===== config.mk =====
export PLATFORM = sky130hd
export DESIGN_NAME = seq_factorial
export DESIGN_NICKNAME = d
export VERILOG_FILES = /design/src/rtl/fact_pkg.sv /design/src/rtl/fact_mul.sv /design/src/rtl/seq_factorial.sv
export SDC_FILE = /design/constraint.sdc
export NUM_CORES = 1
export LEC_CHECK = 0
export BUFFER_PORTS_ARGS = -buffer_cell sky130_fd_sc_hd__buf_2
export CORE_MARGIN = 5
export CORE_UTILIZATION = 45
export DETAILED_ROUTE_END_ITERATION = 10
export GPL_TIMING_DRIVEN = 1
export PLACE_DENSITY = 0.65
export SETUP_SLACK_MARGIN = 0.3
export SLEW_MARGIN = 20
export SYNTH_ARGS = -nofsm -noshare
export SYNTH_HDL_FRONTEND = slang
export SYNTH_SLANG_ARGS = --single-unit

===== constraint.sdc =====
create_clock -name clk -period 11.6 [get_ports clk]
set_clock_uncertainty 0.05 [all_clocks]
set_input_delay 1.74 -clock clk [delete_from_list [all_inputs] [get_ports clk]]
set_output_delay 1.74 -clock clk [all_outputs]
set_load 0.01 [all_outputs]

===== src/rtl/fact_pkg.sv =====
// Shared types and default widths for the sequential factorial block.
package fact_pkg;

    localparam int unsigned FACT_IN_W  = 6;
    localparam int unsigned FACT_OUT_W = 64;

    typedef enum logic [1:0] {
        IDLE,
        CALC,
        DONE
    } fact_state_e;

endpackage


===== src/rtl/fact_mul.sv =====
// Combinational OUT_W x IN_W multiplier: low OUT_W product bits plus an
// overflow flag raised when any higher product bit is set.
module fact_mul
    import fact_pkg::*;
#(
    parameter int unsigned OUT_W = FACT_OUT_W,
    parameter int unsigned IN_W  = FACT_IN_W
) (
    input  logic [OUT_W-1:0] a_i,
    input  logic [IN_W-1:0]  b_i,
    output logic [OUT_W-1:0] p_o,
    output logic             ovf_o
);

    logic [OUT_W+IN_W-1:0] a_ext;
    logic [OUT_W+IN_W-1:0] b_ext;
    logic [OUT_W+IN_W-1:0] full;

    always_comb begin
        a_ext = {{IN_W{1'b0}}, a_i};
        b_ext = {{OUT_W{1'b0}}, b_i};
        full  = a_ext * b_ext;
        p_o   = full[OUT_W-1:0];
        ovf_o = |full[OUT_W+IN_W-1:OUT_W];
    end

endmodule


===== src/rtl/seq_factorial.sv =====
// Sequential n! with valid/ready handshakes on operand and result.
// Define FACT_SAT_EN to saturate the result to all-ones once it overflows.
module seq_factorial
    import fact_pkg::*;
#(
    parameter int unsigned IN_W  = FACT_IN_W,
    parameter int unsigned OUT_W = FACT_OUT_W
) (
    input  logic             clk,
    input  logic             rst_n,
    input  logic             in_valid,
    output logic             in_ready,
    input  logic [IN_W-1:0]  in_n,
    output logic             out_valid,
    input  logic             out_ready,
    output logic [OUT_W-1:0] out_fact,
    output logic             out_ovf
);

    fact_state_e      state_q;
    logic [OUT_W-1:0] acc_q;
    logic [OUT_W-1:0] acc_d;
    logic [IN_W-1:0]  cnt_q;
    logic             ovf_q;
    logic             ovf_d;
    logic             out_valid_q;
    logic             in_ready_q;

    logic [OUT_W-1:0] mul_p;
    logic             mul_ovf;

    fact_mul #(
        .OUT_W (OUT_W),
        .IN_W  (IN_W)
    ) u_mul (
        .a_i   (acc_q),
        .b_i   (cnt_q),
        .p_o   (mul_p),
        .ovf_o (mul_ovf)
    );

    always_comb begin
        ovf_d = ovf_q | mul_ovf;
`ifdef FACT_SAT_EN
        acc_d = ovf_d ? '1 : mul_p;
`else
        acc_d = mul_p;
`endif
    end

    always_ff @(posedge clk or negedge rst_n) begin
        if (!rst_n) begin
            state_q     <= IDLE;
            acc_q       <= '0;
            cnt_q       <= '0;
            ovf_q       <= 1'b0;
            out_valid_q <= 1'b0;
            in_ready_q  <= 1'b0;
        end else begin
            case (state_q)
                IDLE: begin
                    in_ready_q <= 1'b1;
                    if (in_valid && in_ready_q) begin
                        acc_q      <= OUT_W'(1);
                        cnt_q      <= in_n;
                        ovf_q      <= 1'b0;
                        in_ready_q <= 1'b0;
                        state_q    <= CALC;
                    end
                end
                CALC: begin
                    // Terminating on cnt<=1 gives a latency of max(n,1) edges.
                    if (cnt_q <= IN_W'(1)) begin
                        state_q     <= DONE;
                        out_valid_q <= 1'b1;
                    end else begin
                        acc_q <= acc_d;
                        cnt_q <= cnt_q - IN_W'(1);
                        ovf_q <= ovf_d;
                    end
                end
                DONE: begin
                    if (out_ready) begin
                        state_q     <= IDLE;
                        out_valid_q <= 1'b0;
                        in_ready_q  <= 1'b1;
                    end
                end
                default: begin
                    state_q     <= IDLE;
                    out_valid_q <= 1'b0;
                    in_ready_q  <= 1'b0;
                end
            endcase
        end
    end

    assign in_ready  = in_ready_q;
    assign out_valid = out_valid_q;
    assign out_fact  = out_valid_q ? acc_q : '0;
    assign out_ovf   = out_valid_q & ovf_q;

endmodule

### Word level (Yosys, flattened, before mapping)

Index checks and enable logic that the tools add are counted.

* add/sub/neg operators: 1
* multiply operators: 1
* $lt $le $gt $ge: 1
* eq/ne operators: 6
* muxes and demuxes: 20
* bitwise logic cells: 4
* reduce and logical (&&, ||, !) cells: 8

Operators by type and width (count)
* 64-bit two-way mux: 3
* 64-bit one-hot mux with 2 select lines: 1
* 64-bit by 6-bit multiplier with 70-bit output: 1
* 6-bit two-way mux: 2
* 6-bit one-hot mux with 2 select lines: 1
* 3-bit AND reduction: 3
* 2-bit inequality test (second input constant): 4
* 6-bit by 1-bit less-or-equal comparator with 1-bit output (second input constant): 1
* 1-bit two-way mux: 6
* 2-bit two-way mux: 3
* 1-bit one-hot mux with 3 select lines: 2
* 2-bit one-hot mux with 3 select lines: 1
* 6-bit OR reduction: 1
* 6-bit by 1-bit subtractor with 6-bit output (second input constant): 1
* 2-bit by 1-bit == test with 1-bit output (second input constant): 1
* 2-bit == test (second input constant): 1
* 2-bit logical NOT: 1
* 1-bit NOT: 2
* 1-bit one-hot mux with 2 select lines: 1
* 2-bit AND reduction: 1
* 2-bit nonzero test: 1
* 1-bit AND: 1
* 1-bit logical AND: 1
* 1-bit OR: 1

* register bits after elaboration: 75
* input port bits: 10
* output and inout bits: 67

### Logic depth before layout (Yosys ltp)

* word-level depth: 5
* mapped depth: 20

### By module

From an unflattened synthesis, not the netlist that was laid out.

* cell total of the unflattened synthesis: 1990
* area total of the unflattened synthesis: 16539.6 um2

By module, submodules not included
* fact_mul: instances 1, cells each 1572, area an instance 12916.1 um2
* seq_factorial: instances 1, cells each 418, area an instance 3623.5 um2

### Worst setup path before layout

OpenSTA, ideal clock, no wires.

* kind: flip-flop to flip-flop
* from: register cnt_q[0]
* to: register ovf_q
* library setup time: 0.129 ns
* arrival time: 5.070 ns
* required time: 11.421 ns
* setup slack: 6.351 ns
* stages on the path, launching flop included: 20
* clock period less this slack: 5.249 ns
* path through: dfrtp_1 -> clkbuf_1 -> clkbuf_1 -> and2_1 -> fa_1 -> fa_1 -> inv_1 -> fa_1 -> inv_1 -> ha_1 -> nand2_2 -> or4_4 -> o221ai_2 -> a211oi_2 -> o31ai_4 -> o21ai_4 -> o41ai_1 -> xor2_1 -> nor4b_1 -> a21oi_1

* word-level cells in the longest chain between the ends: 5
* elaborated cells on any way between the ends: 8
* those cells by class: mul: 1; order compare: 1; eq/ne: 1; mux: 2; bitwise: 1; reduce/logical: 2

Ends and longest elaborated chain
* start, declared: line seq_factorial.sv:23 `logic [IN_W-1:0] cnt_q;`
* start signal, assigned: line seq_factorial.sv:65 `cnt_q <= in_n;`
* start signal, assigned: line seq_factorial.sv:78 `cnt_q <= cnt_q - IN_W'(1);`
* 64-bit by 6-bit multiplier with 70-bit output: line fact_mul.sv:22 `full = a_ext * b_ext;`
* 6-bit OR reduction: line fact_mul.sv:24 `ovf_o = |full[OUT_W+IN_W-1:OUT_W];`
* 1-bit OR: line seq_factorial.sv:43 `ovf_d = ovf_q | mul_ovf;`
* 1-bit two-way mux: line seq_factorial.sv:73 `if (cnt_q <= IN_W'(1)) begin`
* 1-bit one-hot mux with 2 select lines: line seq_factorial.sv:60 `case (state_q)`
* end signal, assigned: line seq_factorial.sv:79 `ovf_q <= ovf_d;`
* end, declared: line seq_factorial.sv:24 `logic ovf_q;`

Parallel ways exist; a longest one is shown, timed or not. The select of a mux whose other input is x is not followed.
A chain may end at the register's enable or synchronous reset.

### Worst setup path in the final report

Same ends and word-level chain as after synthesis.

==> run metrics <==
Yosys Warn Count 0; CP Data Arrival Time 6630 ps; number of CTS-inserted buffers 9; FFs w/ async S/R, synth 100.0%; clock sink total 75; layout cells sized above 1 6.118%; final hold violations 0; DRT antenna net count 0; initial DRC count 651; Worst Setup End Kind flip-flop; Synth Area in Compound Gates 12.85%; Synth Area in XOR/XNOR 3.377%; post-detail-place hpwl 31510 um; Slew @ Worst Pin 1093 ps; largest family of logic cells by synthesized area adder cells; initial antenna violation count 0; clock root cell clkbuf_16; crit path launch type flip-flop; die span in x 199.0 um; CTS tree yes; Final WS setup 5197 ps; hold_ws 518.9 ps; minimum clock period 6403 ps; post-synthesis mux area share 0%; vias in the first global route 13750; via count 12900; Tcrit/Tclk final 55.20%; Antenna Cells 0; relative slew slack 27.12%; Post-CTS Setup Inserts 0; Total GRT Usage 21.46%; # setup viols final 0; post-synthesis simple-gate area fraction 25.28%; H-Tree Depth 3; Die ar. 39620 um^2; synth unique cells 66; NumNets Final 2279; Yosys reg bits 75; DP Worst Slack 5255 ps; largest buffer count on any clock path 2; post-synthesis cell count 1932; Area Overhead vs Synth 6.279%; Slew Viols, Final 0; post-CTS sizing 0; clock insertion delay at the later pin of the skew report 360 ps; grt total ovfl 0; top cell type's share of synthesized area 31.00%; crit-path max FO 36; top_reg_cell synth dfrtp_1; RePlAce Congestion 0.9328; Post-Synth Adder-Cell Area 37.22%; CTS clk-pin slew, worst paths 60 ps; synthesized area 16080 um^2; Initial Util 45.43%; Post-route DRC 0; wire length after detailed routing 41140 um; largest net degree at the start of global routing 110; die height 199.0 um; hold crit path type reg2reg; status finished clean; Hold Path Stages 1; CORE AREA 35400 um^2; drt pass-1 iters 6; Worst R2R Path Depth 17; vias per inst 5.363; Max-cap violations 0; first-pass GRT wire length 69310 um; Setup TNS 0 ps; hold buffers post-CTS 0; synth top area cells fa_1 31%, and2_1 17%, dfrtp_1 12%; count of flip-flops with a built-in enable after synthesis 0; RSZ-0062 raised after global routing false; synthesized net count 2271; Avg Inst Size Synth 8.324 um^2; number of port buffers 76; # rows 69; I/O Pins 77; WS Path Type reg2reg; post-DR wirelength/cell 17.10 um; peak clock frequency supported by timing 156.2 MHz; Seq/Total Area, Yosys 11.67%; Yosys top cell by area fa_1; critical path required time 11820 ps
## metrics by stage
step           std cells  utilization (%)  instance area [um^2]
4_1_cts             2406            48.29                 17090
3_3_place_gp        2390            47.44                 16790
6_report            2406            48.29                 17090
3_5_place_dp        2390            47.45                 16800
5_1_grt             2406            48.29                 17090
2_1_floorplan       1932                -                 16080
## placed cells by master (no fill, tap or decap), drive strengths merged, types with 9 or more instances in the layout
cell      n
a31oi     9
ha       80
nor2     45
xor2     28
fa      249
o211ai   12
nor3     11
nand3    66
nand4    14
nand2   112
o21bai   14
clkbuf   10
dfrtp    75
a21oi    95
inv     322
and2    444
o21ai   102
buf      85
o31ai     9
xnor2    34
a21o     35
## critical path, stage by stage, from the launching register on
cell and delay, ps:
dfrtp_1 1010, buf_4 520, and2_1 230, fa_1 420, fa_1 540, inv_1 50, fa_1 470, inv_1 40
ha_1 390, nand2_1 130, nor3_1 550, nand3_1 190, nor4_1 360, a211oi_1 230, o31ai_1 580, a31oi_1 210
xor2_1 190, a21oi_1 140
## cells in the mapped netlist (3+ instances only)
| library cell | count |
|---|---|
| nand4_1 | 14 |
| o31ai_1 | 8 |
| o21a_1 | 8 |
| nor3_1 | 10 |
| a31oi_1 | 9 |
| and2_1 | 443 |
| a21boi_0 | 6 |
| o21ai_1 | 15 |
| nor2_1 | 45 |
| o211ai_1 | 12 |
| nand3_1 | 66 |
| nor2b_1 | 4 |
| clkbuf_1 | 85 |
| inv_1 | 322 |
| fa_1 | 249 |
| xor2_1 | 28 |
| and3_1 | 7 |
| nand2_1 | 111 |
| o21bai_1 | 14 |
| nor4_1 | 7 |
| ha_1 | 80 |
| nand2b_1 | 8 |
| xnor2_1 | 34 |
| a211oi_1 | 7 |
| dfrtp_1 | 75 |
| a21oi_1 | 95 |
| a211o_1 | 3 |
| a21o_1 | 34 |
| o21ai_0 | 86 |
## cell families (layout without fill, tap and decap cells)
family,Yosys count,count (layout)
adder cells (fa/ha/maj),329,329
flip-flops,75,75
buffers and inverters,411,424
XOR/XNOR,62,62
AND/OR/NAND/NOR,725,725
AO/OA/AOI/OAI,330,330
## final cells by class
cell class	instances	area (um^2)
Fill cell	3463	18310
Multi-Input combinational cell	1446	12670
Sequential cell	75	1884
Inverter	323	1212
Tap cell	461	576.8
Timing Repair Buffer	85	450.4
Clock buffer	10	229.0
Clock inverter	6	66.31
## layer usage
metal / track usage (%) / part of all wire (%) / vias up
li1: - / - / 6076
met5: 0 / 0 / -
met3: 2.388 / 3.7 / 44
met1: 27.51 / 43 / 6547
met2: 38.33 / 51 / 237
met4: 6.256 / 2.0 / 0
## sequential cells by signal, summed over array words and instances, names as in the netlist
name and flops:
ovf_q 1, in_ready 1, cnt_q 6, acc_q 64, state_q 2, out_valid 1
## final timing paths
| path | end | startpoint | slack [ps] |
|---|---|---|---|
| hold / removal | in_ready | in_ready | 520 |
| min in group asynchronous | acc_q[35] | rst_n | 1340 |
| max in group asynchronous | cnt_q[4] | rst_n | 9140 |
| hold reg to reg | in_ready | in_ready | 520 |
| setup / recovery | ovf_q | cnt_q[0] | 5200 |
| setup reg to reg | ovf_q | cnt_q[0] | 5200 |
Power is not shown: default switching activity piles up to over one toggle a cycle in this logic, so the estimate is an artifact.
